--- src/rtl/tse_rx_parser_if.sv ---
// -----------------------------------------------------------------------------
// tse_rx_parser_if
// Avalon-ST receive bus between the TSE MAC RX FIFO (master) and
// tse_rx_parser (slave).
//
// Signals:
//   SINK_DATA  [31:0] beat data, first byte on [31:24]
//   SINK_VALID        beat valid
//   SINK_SOP          start of packet
//   SINK_EOP          end of packet
//   SINK_EMPTY [1:0]  empty bytes on the EOP beat
//   SINK_ERROR [5:0]  MAC error flags, meaningful on the EOP beat
//   SINK_READY        sink ready (driven by the slave)
// -----------------------------------------------------------------------------
interface tse_rx_parser_if;
  logic [31:0] SINK_DATA;
  logic        SINK_VALID;
  logic        SINK_SOP;
  logic        SINK_EOP;
  logic [1:0]  SINK_EMPTY;
  logic [5:0]  SINK_ERROR;
  logic        SINK_READY;

  modport master (
    output SINK_DATA, SINK_VALID, SINK_SOP, SINK_EOP, SINK_EMPTY, SINK_ERROR,
    input  SINK_READY
  );

  modport slave (
    input  SINK_DATA, SINK_VALID, SINK_SOP, SINK_EOP, SINK_EMPTY, SINK_ERROR,
    output SINK_READY
  );
endinterface

--- src/rtl/tse_rx_parser.sv ---
// -----------------------------------------------------------------------------
// tse_rx_parser
// Receive-side counterpart of tse_controller. Consumes Ethernet frames from
// the TSE MAC RX Avalon-ST port, accepts only frames with the configured
// EtherType, and publishes the speed, ADC and sequence fields of every good
// frame. Good and dropped frames are counted.
//
// Frame words (index from SOP = 0):
//   w0 dst[47:16]  w1 dst[15:0]|src[47:32]  w2 src[31:0]
//   w3 EtherType[31:16]|speed[15:0]  w4 ADC[31:16]|seq[15:0]  w5.. payload
//
// Ports:
//   CLOCK             sole clock
//   RESET_N           asynchronous active-low reset
//   sink              Avalon-ST sink (tse_rx_parser_if.slave)
//   SPEED_SENSOR_OUT  speed field of the last good frame
//   ADC_OUT           ADC field of the last good frame
//   SEQ_OUT           sequence number of the last good frame
//   FIELDS_VALID      one-cycle strobe when new fields are published
//   RX_GOOD_COUNT     accepted frames (wraps)
//   RX_DROP_COUNT     dropped frames (wraps)
//   SEQ_ERROR         sequence-gap strobe, aligned with FIELDS_VALID
//
// Optional feature: define TSE_RX_SEQ_CHECK_EN to enable sequence-gap
// detection; otherwise SEQ_ERROR is tied low.
// -----------------------------------------------------------------------------
module tse_rx_parser #(
  parameter int          SPEED_SENSOR_WIDTH   = 16,
  parameter int          ADC_WIDTH            = 16,
  parameter int          TSE_RX_ST_DATA_WIDTH = 32,
  parameter logic [15:0] ETHERTYPE            = 16'h88B5,
  parameter int          COUNT_WIDTH          = 16
) (
  input  logic                          CLOCK,
  input  logic                          RESET_N,
  tse_rx_parser_if.slave                sink,
  output logic [SPEED_SENSOR_WIDTH-1:0] SPEED_SENSOR_OUT,
  output logic [ADC_WIDTH-1:0]          ADC_OUT,
  output logic [15:0]                   SEQ_OUT,
  output logic                          FIELDS_VALID,
  output logic [COUNT_WIDTH-1:0]        RX_GOOD_COUNT,
  output logic [COUNT_WIDTH-1:0]        RX_DROP_COUNT,
  output logic                          SEQ_ERROR
);

  typedef enum logic [2:0] {
    S_IDLE,
    S_HDR,
    S_TYPE,
    S_DATA,
    S_DRAIN,
    S_DISCARD
  } state_t;

  state_t state_reg, state_next;

  // Next header word expected while in S_HDR (1 or 2).
  logic [1:0] hdr_idx_reg, hdr_idx_next;

  // Fields are staged here and only become visible when the frame ends cleanly.
  logic [SPEED_SENSOR_WIDTH-1:0] speed_shadow_reg, speed_shadow_next;
  logic [ADC_WIDTH-1:0]          adc_shadow_reg, adc_shadow_next;
  logic [15:0]                   seq_shadow_reg, seq_shadow_next;

  logic                          ready_reg;
  logic [SPEED_SENSOR_WIDTH-1:0] speed_out_reg;
  logic [ADC_WIDTH-1:0]          adc_out_reg;
  logic [15:0]                   seq_out_reg;
  logic                          fields_valid_reg;
  logic [COUNT_WIDTH-1:0]        good_count_reg;
  logic [COUNT_WIDTH-1:0]        drop_count_reg;

  logic       beat;
  logic       err_ok;
  logic       publish;
  // A preempting SOP that is itself a single-beat runt drops two frames at once.
  logic [1:0] drop_inc;

  // Inputs with no bearing on parsing; kept visible so they are not flagged.
  logic unused_bits;
  assign unused_bits = ^{sink.SINK_EMPTY, (TSE_RX_ST_DATA_WIDTH == 32)};

  assign beat   = sink.SINK_VALID & ready_reg;
  assign err_ok = (sink.SINK_ERROR == 6'd0);

  // ---------------------------------------------------------------------------
  // State register
  // ---------------------------------------------------------------------------
  always_ff @(posedge CLOCK or negedge RESET_N) begin
    if (!RESET_N) begin
      state_reg        <= S_IDLE;
      hdr_idx_reg      <= 2'd0;
      speed_shadow_reg <= '0;
      adc_shadow_reg   <= '0;
      seq_shadow_reg   <= '0;
    end else begin
      state_reg        <= state_next;
      hdr_idx_reg      <= hdr_idx_next;
      speed_shadow_reg <= speed_shadow_next;
      adc_shadow_reg   <= adc_shadow_next;
      seq_shadow_reg   <= seq_shadow_next;
    end
  end

  // ---------------------------------------------------------------------------
  // Next-state and frame-outcome decode
  // ---------------------------------------------------------------------------
  always_comb begin
    state_next        = state_reg;
    hdr_idx_next      = hdr_idx_reg;
    speed_shadow_next = speed_shadow_reg;
    adc_shadow_next   = adc_shadow_reg;
    seq_shadow_next   = seq_shadow_reg;
    publish           = 1'b0;
    drop_inc          = 2'd0;

    if (beat) begin
      if (sink.SINK_SOP) begin
        // A new frame always restarts parsing at w0; anything in flight is lost.
        if (state_reg != S_IDLE) begin
          drop_inc = drop_inc + 2'd1;
        end
        if (sink.SINK_EOP) begin
          drop_inc   = drop_inc + 2'd1;
          state_next = S_IDLE;
        end else begin
          state_next   = S_HDR;
          hdr_idx_next = 2'd1;
        end
      end else begin
        case (state_reg)
          S_IDLE: begin
            // Stray mid-frame beats with no SOP seen are ignored.
          end

          S_HDR: begin
            if (sink.SINK_EOP) begin
              drop_inc   = 2'd1;
              state_next = S_IDLE;
            end else if (hdr_idx_reg == 2'd2) begin
              state_next = S_TYPE;
            end else begin
              hdr_idx_next = hdr_idx_reg + 2'd1;
            end
          end

          S_TYPE: begin
            speed_shadow_next = sink.SINK_DATA[SPEED_SENSOR_WIDTH-1:0];
            if (sink.SINK_EOP) begin
              drop_inc   = 2'd1;
              state_next = S_IDLE;
            end else if (sink.SINK_DATA[31:16] != ETHERTYPE) begin
              state_next = S_DISCARD;
            end else begin
              state_next = S_DATA;
            end
          end

          S_DATA: begin
            adc_shadow_next = sink.SINK_DATA[16 +: ADC_WIDTH];
            seq_shadow_next = sink.SINK_DATA[15:0];
            if (sink.SINK_EOP) begin
              // Five-word frame: w4 is also the last beat.
              publish    = err_ok;
              drop_inc   = {1'b0, ~err_ok};
              state_next = S_IDLE;
            end else begin
              state_next = S_DRAIN;
            end
          end

          S_DRAIN: begin
            if (sink.SINK_EOP) begin
              publish    = err_ok;
              drop_inc   = {1'b0, ~err_ok};
              state_next = S_IDLE;
            end
          end

          S_DISCARD: begin
            if (sink.SINK_EOP) begin
              drop_inc   = 2'd1;
              state_next = S_IDLE;
            end
          end

          default: begin
            state_next = S_IDLE;
          end
        endcase
      end
    end
  end

  // ---------------------------------------------------------------------------
  // Published fields and counters
  // ---------------------------------------------------------------------------
  always_ff @(posedge CLOCK or negedge RESET_N) begin
    if (!RESET_N) begin
      ready_reg        <= 1'b0;
      speed_out_reg    <= '0;
      adc_out_reg      <= '0;
      seq_out_reg      <= '0;
      fields_valid_reg <= 1'b0;
      good_count_reg   <= '0;
      drop_count_reg   <= '0;
    end else begin
      ready_reg        <= 1'b1;
      fields_valid_reg <= publish;
      if (publish) begin
        // _next already holds the live w4 data when EOP lands on w4.
        speed_out_reg  <= speed_shadow_reg;
        adc_out_reg    <= adc_shadow_next;
        seq_out_reg    <= seq_shadow_next;
        good_count_reg <= good_count_reg + 1'b1;
      end
      drop_count_reg <= drop_count_reg + COUNT_WIDTH'(drop_inc);
    end
  end

`ifdef TSE_RX_SEQ_CHECK_EN
  // The first good frame after reset only seeds the expected sequence.
  logic        have_prev_reg;
  logic [15:0] prev_seq_reg;
  logic        seq_error_reg;

  always_ff @(posedge CLOCK or negedge RESET_N) begin
    if (!RESET_N) begin
      have_prev_reg <= 1'b0;
      prev_seq_reg  <= 16'd0;
      seq_error_reg <= 1'b0;
    end else begin
      seq_error_reg <= 1'b0;
      if (publish) begin
        have_prev_reg <= 1'b1;
        prev_seq_reg  <= seq_shadow_next;
        seq_error_reg <= have_prev_reg && (seq_shadow_next != prev_seq_reg + 16'd1);
      end
    end
  end

  assign SEQ_ERROR = seq_error_reg;
`else
  assign SEQ_ERROR = 1'b0;
`endif

  assign sink.SINK_READY  = ready_reg;
  assign SPEED_SENSOR_OUT = speed_out_reg;
  assign ADC_OUT          = adc_out_reg;
  assign SEQ_OUT          = seq_out_reg;
  assign FIELDS_VALID     = fields_valid_reg;
  assign RX_GOOD_COUNT    = good_count_reg;
  assign RX_DROP_COUNT    = drop_count_reg;

endmodule
--- src/flat_wrapper.sv ---
// flat-port wrapper written by rule: the top's interface ports become plain ports
module tse_rx_parser_flat 
#(
  parameter int          SPEED_SENSOR_WIDTH   = 16,
  parameter int          ADC_WIDTH            = 16,
  parameter int          TSE_RX_ST_DATA_WIDTH = 32,
  parameter logic [15:0] ETHERTYPE            = 16'h88B5,
  parameter int          COUNT_WIDTH          = 16
)
  (CLOCK, RESET_N, SPEED_SENSOR_OUT, ADC_OUT, SEQ_OUT, FIELDS_VALID, RX_GOOD_COUNT, RX_DROP_COUNT, SEQ_ERROR, sink_SINK_DATA, sink_SINK_VALID, sink_SINK_SOP, sink_SINK_EOP, sink_SINK_EMPTY, sink_SINK_ERROR, sink_SINK_READY);
  tse_rx_parser_if sink_i ();
  input  logic CLOCK;
  input  logic RESET_N;
  output logic [SPEED_SENSOR_WIDTH-1:0] SPEED_SENSOR_OUT;
  output logic [ADC_WIDTH-1:0] ADC_OUT;
  output logic [15:0] SEQ_OUT;
  output logic FIELDS_VALID;
  output logic [COUNT_WIDTH-1:0] RX_GOOD_COUNT;
  output logic [COUNT_WIDTH-1:0] RX_DROP_COUNT;
  output logic SEQ_ERROR;
  input wire logic [$bits(sink_i.SINK_DATA)-1:0] sink_SINK_DATA;
  input wire logic [$bits(sink_i.SINK_VALID)-1:0] sink_SINK_VALID;
  input wire logic [$bits(sink_i.SINK_SOP)-1:0] sink_SINK_SOP;
  input wire logic [$bits(sink_i.SINK_EOP)-1:0] sink_SINK_EOP;
  input wire logic [$bits(sink_i.SINK_EMPTY)-1:0] sink_SINK_EMPTY;
  input wire logic [$bits(sink_i.SINK_ERROR)-1:0] sink_SINK_ERROR;
  output wire logic [$bits(sink_i.SINK_READY)-1:0] sink_SINK_READY;
  assign sink_i.SINK_DATA = sink_SINK_DATA;
  assign sink_i.SINK_VALID = sink_SINK_VALID;
  assign sink_i.SINK_SOP = sink_SINK_SOP;
  assign sink_i.SINK_EOP = sink_SINK_EOP;
  assign sink_i.SINK_EMPTY = sink_SINK_EMPTY;
  assign sink_i.SINK_ERROR = sink_SINK_ERROR;
  assign sink_SINK_READY = sink_i.SINK_READY;
  tse_rx_parser #(.SPEED_SENSOR_WIDTH(SPEED_SENSOR_WIDTH), .ADC_WIDTH(ADC_WIDTH), .TSE_RX_ST_DATA_WIDTH(TSE_RX_ST_DATA_WIDTH), .ETHERTYPE(ETHERTYPE), .COUNT_WIDTH(COUNT_WIDTH)) u_core (.CLOCK(CLOCK), .RESET_N(RESET_N), .sink(sink_i), .SPEED_SENSOR_OUT(SPEED_SENSOR_OUT), .ADC_OUT(ADC_OUT), .SEQ_OUT(SEQ_OUT), .FIELDS_VALID(FIELDS_VALID), .RX_GOOD_COUNT(RX_GOOD_COUNT), .RX_DROP_COUNT(RX_DROP_COUNT), .SEQ_ERROR(SEQ_ERROR));
endmodule
--- config.mk ---
export PLATFORM = sky130hd
export DESIGN_NAME = tse_rx_parser_flat
export DESIGN_NICKNAME = d
export VERILOG_FILES = /design/src/rtl/tse_rx_parser_if.sv /design/src/rtl/tse_rx_parser.sv /design/src/flat_wrapper.sv
export SDC_FILE = /design/constraint.sdc
export NUM_CORES = 1
export LEC_CHECK = 0
export ABC_AREA = 1
export CAP_MARGIN = 10
export CORE_MARGIN = 5
export CORE_UTILIZATION = 48
export CTS_CLUSTER_DIAMETER = 80
export CTS_CLUSTER_SIZE = 25
export DETAILED_ROUTE_END_ITERATION = 7
export PLACE_DENSITY = 0.79
export SKIP_CTS_REPAIR_TIMING = 1
export SYNTH_ARGS = -nofsm -noshare
export SYNTH_HDL_FRONTEND = slang
export SYNTH_SLANG_ARGS = --single-unit
export TNS_END_PERCENT = 5
--- constraint.sdc ---
create_clock -name CLOCK -period 3.3 [get_ports CLOCK]
set_clock_uncertainty 0.1 [all_clocks]
set_input_delay 0.99 -clock CLOCK [delete_from_list [all_inputs] [get_ports CLOCK]]
set_output_delay 0.99 -clock CLOCK [all_outputs]
set_load 0.01 [all_outputs]
Word-level counts from Yosys, hierarchy flattened
Index checks and enable logic that the tools add are counted.
Widths: inputs -> output; s select.
{"block": "classes", "addsub": 4, "n_eq_ne": 11, "n_mux": 33, "n_bitwise": 4, "reduce_logical": 10}
{"cell": "$mux 16", "n": 6}
{"cell": "$mux 3", "n": 7}
{"cell": "$mux 2", "n": 10}
{"cell": "$add 16x1->16 const B", "n": 1}
{"cell": "$add 16x2->16", "n": 1}
{"cell": "$ne 16x16->1 const B", "n": 1}
{"cell": "$pmux 3 s5", "n": 1}
{"cell": "$mux 1", "n": 8}
{"cell": "$reduce_and 4->1", "n": 2}
{"cell": "$eq 3x2->1 const B", "n": 2}
{"cell": "$eq 3x3->1 const B", "n": 2}
{"cell": "$logic_not 6->1", "n": 1}
{"cell": "$add 2x1->2 const B", "n": 2}
{"cell": "$ne 2x2->1 const B", "n": 2}
{"cell": "$ne 4x3->1 const B", "n": 1}
{"cell": "$pmux 2 s2", "n": 1}
{"cell": "$reduce_or 2->1", "n": 2}
{"cell": "$eq 3x1->1 const B", "n": 1}
{"cell": "$logic_not 3->1", "n": 1}
{"cell": "$ne 3x1->1 const B", "n": 1}
{"cell": "$not 1->1", "n": 3}
{"cell": "$reduce_and 3->1", "n": 1}
{"cell": "$reduce_bool 3->1", "n": 1}
{"cell": "$reduce_or 3->1", "n": 1}
{"cell": "3 further kinds", "n": 3}
{"block": "totals", "register_bits": 135, "input_bits": 45, "out_inout_bits": 83, "elab_cells": 74}

Depth between registers and ports, before layout
{"block": "logic_depth", "word_depth": 9, "depth_mapped": 13, "depth_no_buf": 12}

Worst setup path before layout
Ideal clock, no wire load.
{"block": "synth_path", "kind": "input to register", "from": "input sink_SINK_VALID", "to": "register u_core.drop_count_reg[14], in the netlist u_core.RX_DROP_COUNT[14]", "arrival_ns": 2.643, "slack_ns": 0.432, "cell_stages": 10, "path_cell_list": "nand2_1 > nor2_1 > a21oi_1 > a21oi_1 > ha_1 > inv_1 > fa_1 > nor3_1 > nand3_1 > xnor2_1"}
{"block": "synth_via", "elab_chain_len": 3}
{"element": "start: declaration", "line": "flat_wrapper.sv:22", "text": "input wire logic [$bits(sink_i.SINK_VALID)-1:0] sink_SINK_VALID;"}
{"element": "$and 1x1->1", "line": "tse_rx_parser.sv:83", "text": "assign beat = sink.SINK_VALID & ready_reg;"}
{"element": "$mux 2", "line": "tse_rx_parser.sv:117", "text": "if (beat) begin"}
{"element": "$add 16x2->16", "line": "tse_rx_parser.sv:217", "text": "drop_count_reg <= drop_count_reg + COUNT_WIDTH'(drop_inc);"}
{"element": "end signal: assignment", "line": "tse_rx_parser.sv:217"}
{"element": "end: declaration", "line": "tse_rx_parser.sv:71", "text": "logic [COUNT_WIDTH-1:0] drop_count_reg;"}
No other way between the ends.
A chain may end at the register's enable or synchronous reset.

Final worst setup path
Ends and elaborated chain as after synthesis.

==> qor.yml <==
yosys:
  yosys.area.top_type: "dfrtp_1"
  synth-seq-cells: 135
  yosys_warnings: 0
  yosysSeqAreaShare: 0.579
  syn-num-nets: 736
  syn_inst: 685
  synth_cell_types: 27
  syn_avg_cell_area_um2: 8.52
  synth_area_leaders: "dfrtp_1 (58%), nand2_1 (19%), inv_1 (3.6%)"
  syn_area_um2: 5830
  synth_top_area_frac: 0.579
finish:
  final_cell_area_um2: 7930
  antenna_cells: 0
  n_fill_cell: 943
  final_common_cell: "nand2_1"
  syn_to_final_growth_pct: 35.9
  fin_nets: 873
  stdcell_count: 981
  final_cell_mix: "nand2_1 (288), dfrtp_1 (135), clkdlybuf4s50_1 (123), inv_1 (56), nor2_1 (41)"
  post-route-util: 0.663
  layout-drive-gt1-share: 0.0719
detailed_routing:
  ant_nets: 0
  vias: 4949
  viasPerCell: 5.04
  first_iter_violations: 335
  drc: 0
  dr.pass1.iters: 5
  wl_per_cell_um: 14.4
  wl_mm: 14.1
sta:
  clock.fmax_mhz: 322
  hold_violations: 0
  finalMaxSlewViolations: 0
  fin_crit_ps: 3110
  worstMarginPinSlew_ps: 536
  setup_viol: 0
  min_period_over_period: 0.941
  rsz0062_at_grt: "no"
  slew_headroom: 0.643
  hold_ws_ps: 368
setup_path:
  worstPathArrival_ps: 3320
  path_max_fanout: 4
  timing.rr.start: "u_core.state_reg[1]"
  path_class: "input port to flop"
  critPathLaunchType: "input port"
  endpoint_kind: "flop"
  required_ps: 3520
  reg2reg_setup_slack_ps: 580
  r2r-end: "u_core.RX_DROP_COUNT[14]"
  critPathLaunch: "sink_SINK_VALID"
  r2r_cells: 11
clock_network:
  htree_num_levels: 4
  root_buffer: "clkbuf_16"
  cts_tree: "yes"
  clk_pin_slew_ps: 60
  numCtsBuffers: 17
  clk_latency_ps: 410
  clock-sinks: 135
  clock_path_buffers: 2
job:
  drv_cap: 0
die:
  core_area_um2: 12000
  num_rows: 40
  dieHeight_um: 120
  initial_utilization: 0.488
  io_pins: 128
  die_area_um2: 14500
  fp.dieW_um: 120
power_and_ir_drop:
  p_per_area_nw_per_um2: 526
  vdd_drop_max_v: 0.000425
  p_leak_uw: 0.00401
  design_power_total_uw: 4170
run_status:
  status: "completed"
placed_design:
  place_area_um2: 7280
  place.gp.congestion: 0.936
  numPortBuffers: 124
  post-dp-hpwl_mm: 9.79
  dp.cells: 950
global_route:
  antenna_found_initial: 0
  grt_pass1_wl_mm: 23.9
  globalRouteOverflowTotal: 0
  grt_pass1_vias: 5058
  grt_max_degree: 57
  grt_use_total: 0.206
hold_path:
  hold_depth: 2
  min_from: "u_core.speed_shadow_reg[8]"
  min_to: "u_core.SPEED_SENSOR_OUT[8]"
  hp-class: "flop to flop"
[power by group]
part	leakage (uW)	internal (uW)	switching [uW]
clock network	0.000308	1320	695
logic	0.00186	171	180
registers	0.00184	1740	65.1
total	0.00401	3230	940
[metal layers]
layer / vias up / wire length, um / GRT usage
met5: - / 0 / 0
met4: 0 / 291 / 0.0807
met3: 28 / 833 / 0.0580
met2: 176 / 7000 / 0.339
met1: 2349 / 6020 / 0.258
li1: 2396 / - / -
[metrics by stage]
step                setup TNS [ps]  setup WS (ps)
finish                           0            194
global route                     0           23.9
CTS                              0            134
detailed placement            -748           -241
global placement              -232           -101
floorplan                        0            432
[layout make-up]
class,instances,area (um2),area share
clock buffer,20,467,0.0589
clock inverter,11,171,0.0216
inverter,59,221,0.0279
multi-input combinational,468,2110,0.266
sequential,135,3380,0.426
tap,147,184,0.0232
timing repair buffer,141,1400,0.176
[synth_stat cells]
cell type	instances
inv_2	3
inv_1	56
o21ai_1	18
nand3_1	40
buf_2	6
nor3_1	9
nand4_1	8
buf_6	1
nor2_1	42
a31oi_1	1
conb_1	2
buf_4	8
nor2_2	2
xor2_1	14
o21ai_0	21
xnor2_1	5
a21oi_1	3
nand2_2	2
nand2_1	288
ha_1	5
nor3_4	1
nand3b_1	4
o21bai_1	1
nand3_4	1
fa_1	1
dfrtp_1	135
clkbuf_1	8
[worst max-delay path by stage]
| stage | cells past startpoint | endpoint | slack, ps |
|---|---|---|---|
| final | 11 | u_core.RX_DROP_COUNT[14] | 190 |
| after global routing | 11 | u_core.RX_DROP_COUNT[14] | 20 |
| after CTS | 11 | u_core.RX_DROP_COUNT[14] | 130 |
| after detailed placement | 11 | u_core.RX_DROP_COUNT[14] | -240 |
| after global placement | 12 | u_core.RX_DROP_COUNT[10] | -100 |
| after floorplan | 10 | u_core.RX_DROP_COUNT[14] | 430 |
[critical path: stages]
cell	delay [ps]
clkdlybuf4s50_1	450
nand2_1	150
nor2_1	170
a21oi_1	90
a21oi_1	180
ha_1	200
inv_1	50
fa_1	430
nor3_2	250
nand3_1	140
xnor2_1	210
[logic make-up after synthesis]
family	Yosys count	synth area share
flip-flops	135	0.579
AO/OA/AOI/OAI	44	0.0384
AND/OR/NAND/NOR	397	0.278
XOR/XNOR	19	0.0285
buffers and inverters	82	0.0605
other	2	0.00129
adder cells (fa/ha/maj)	6	0.0142
(Power assumes the default switching activity.)
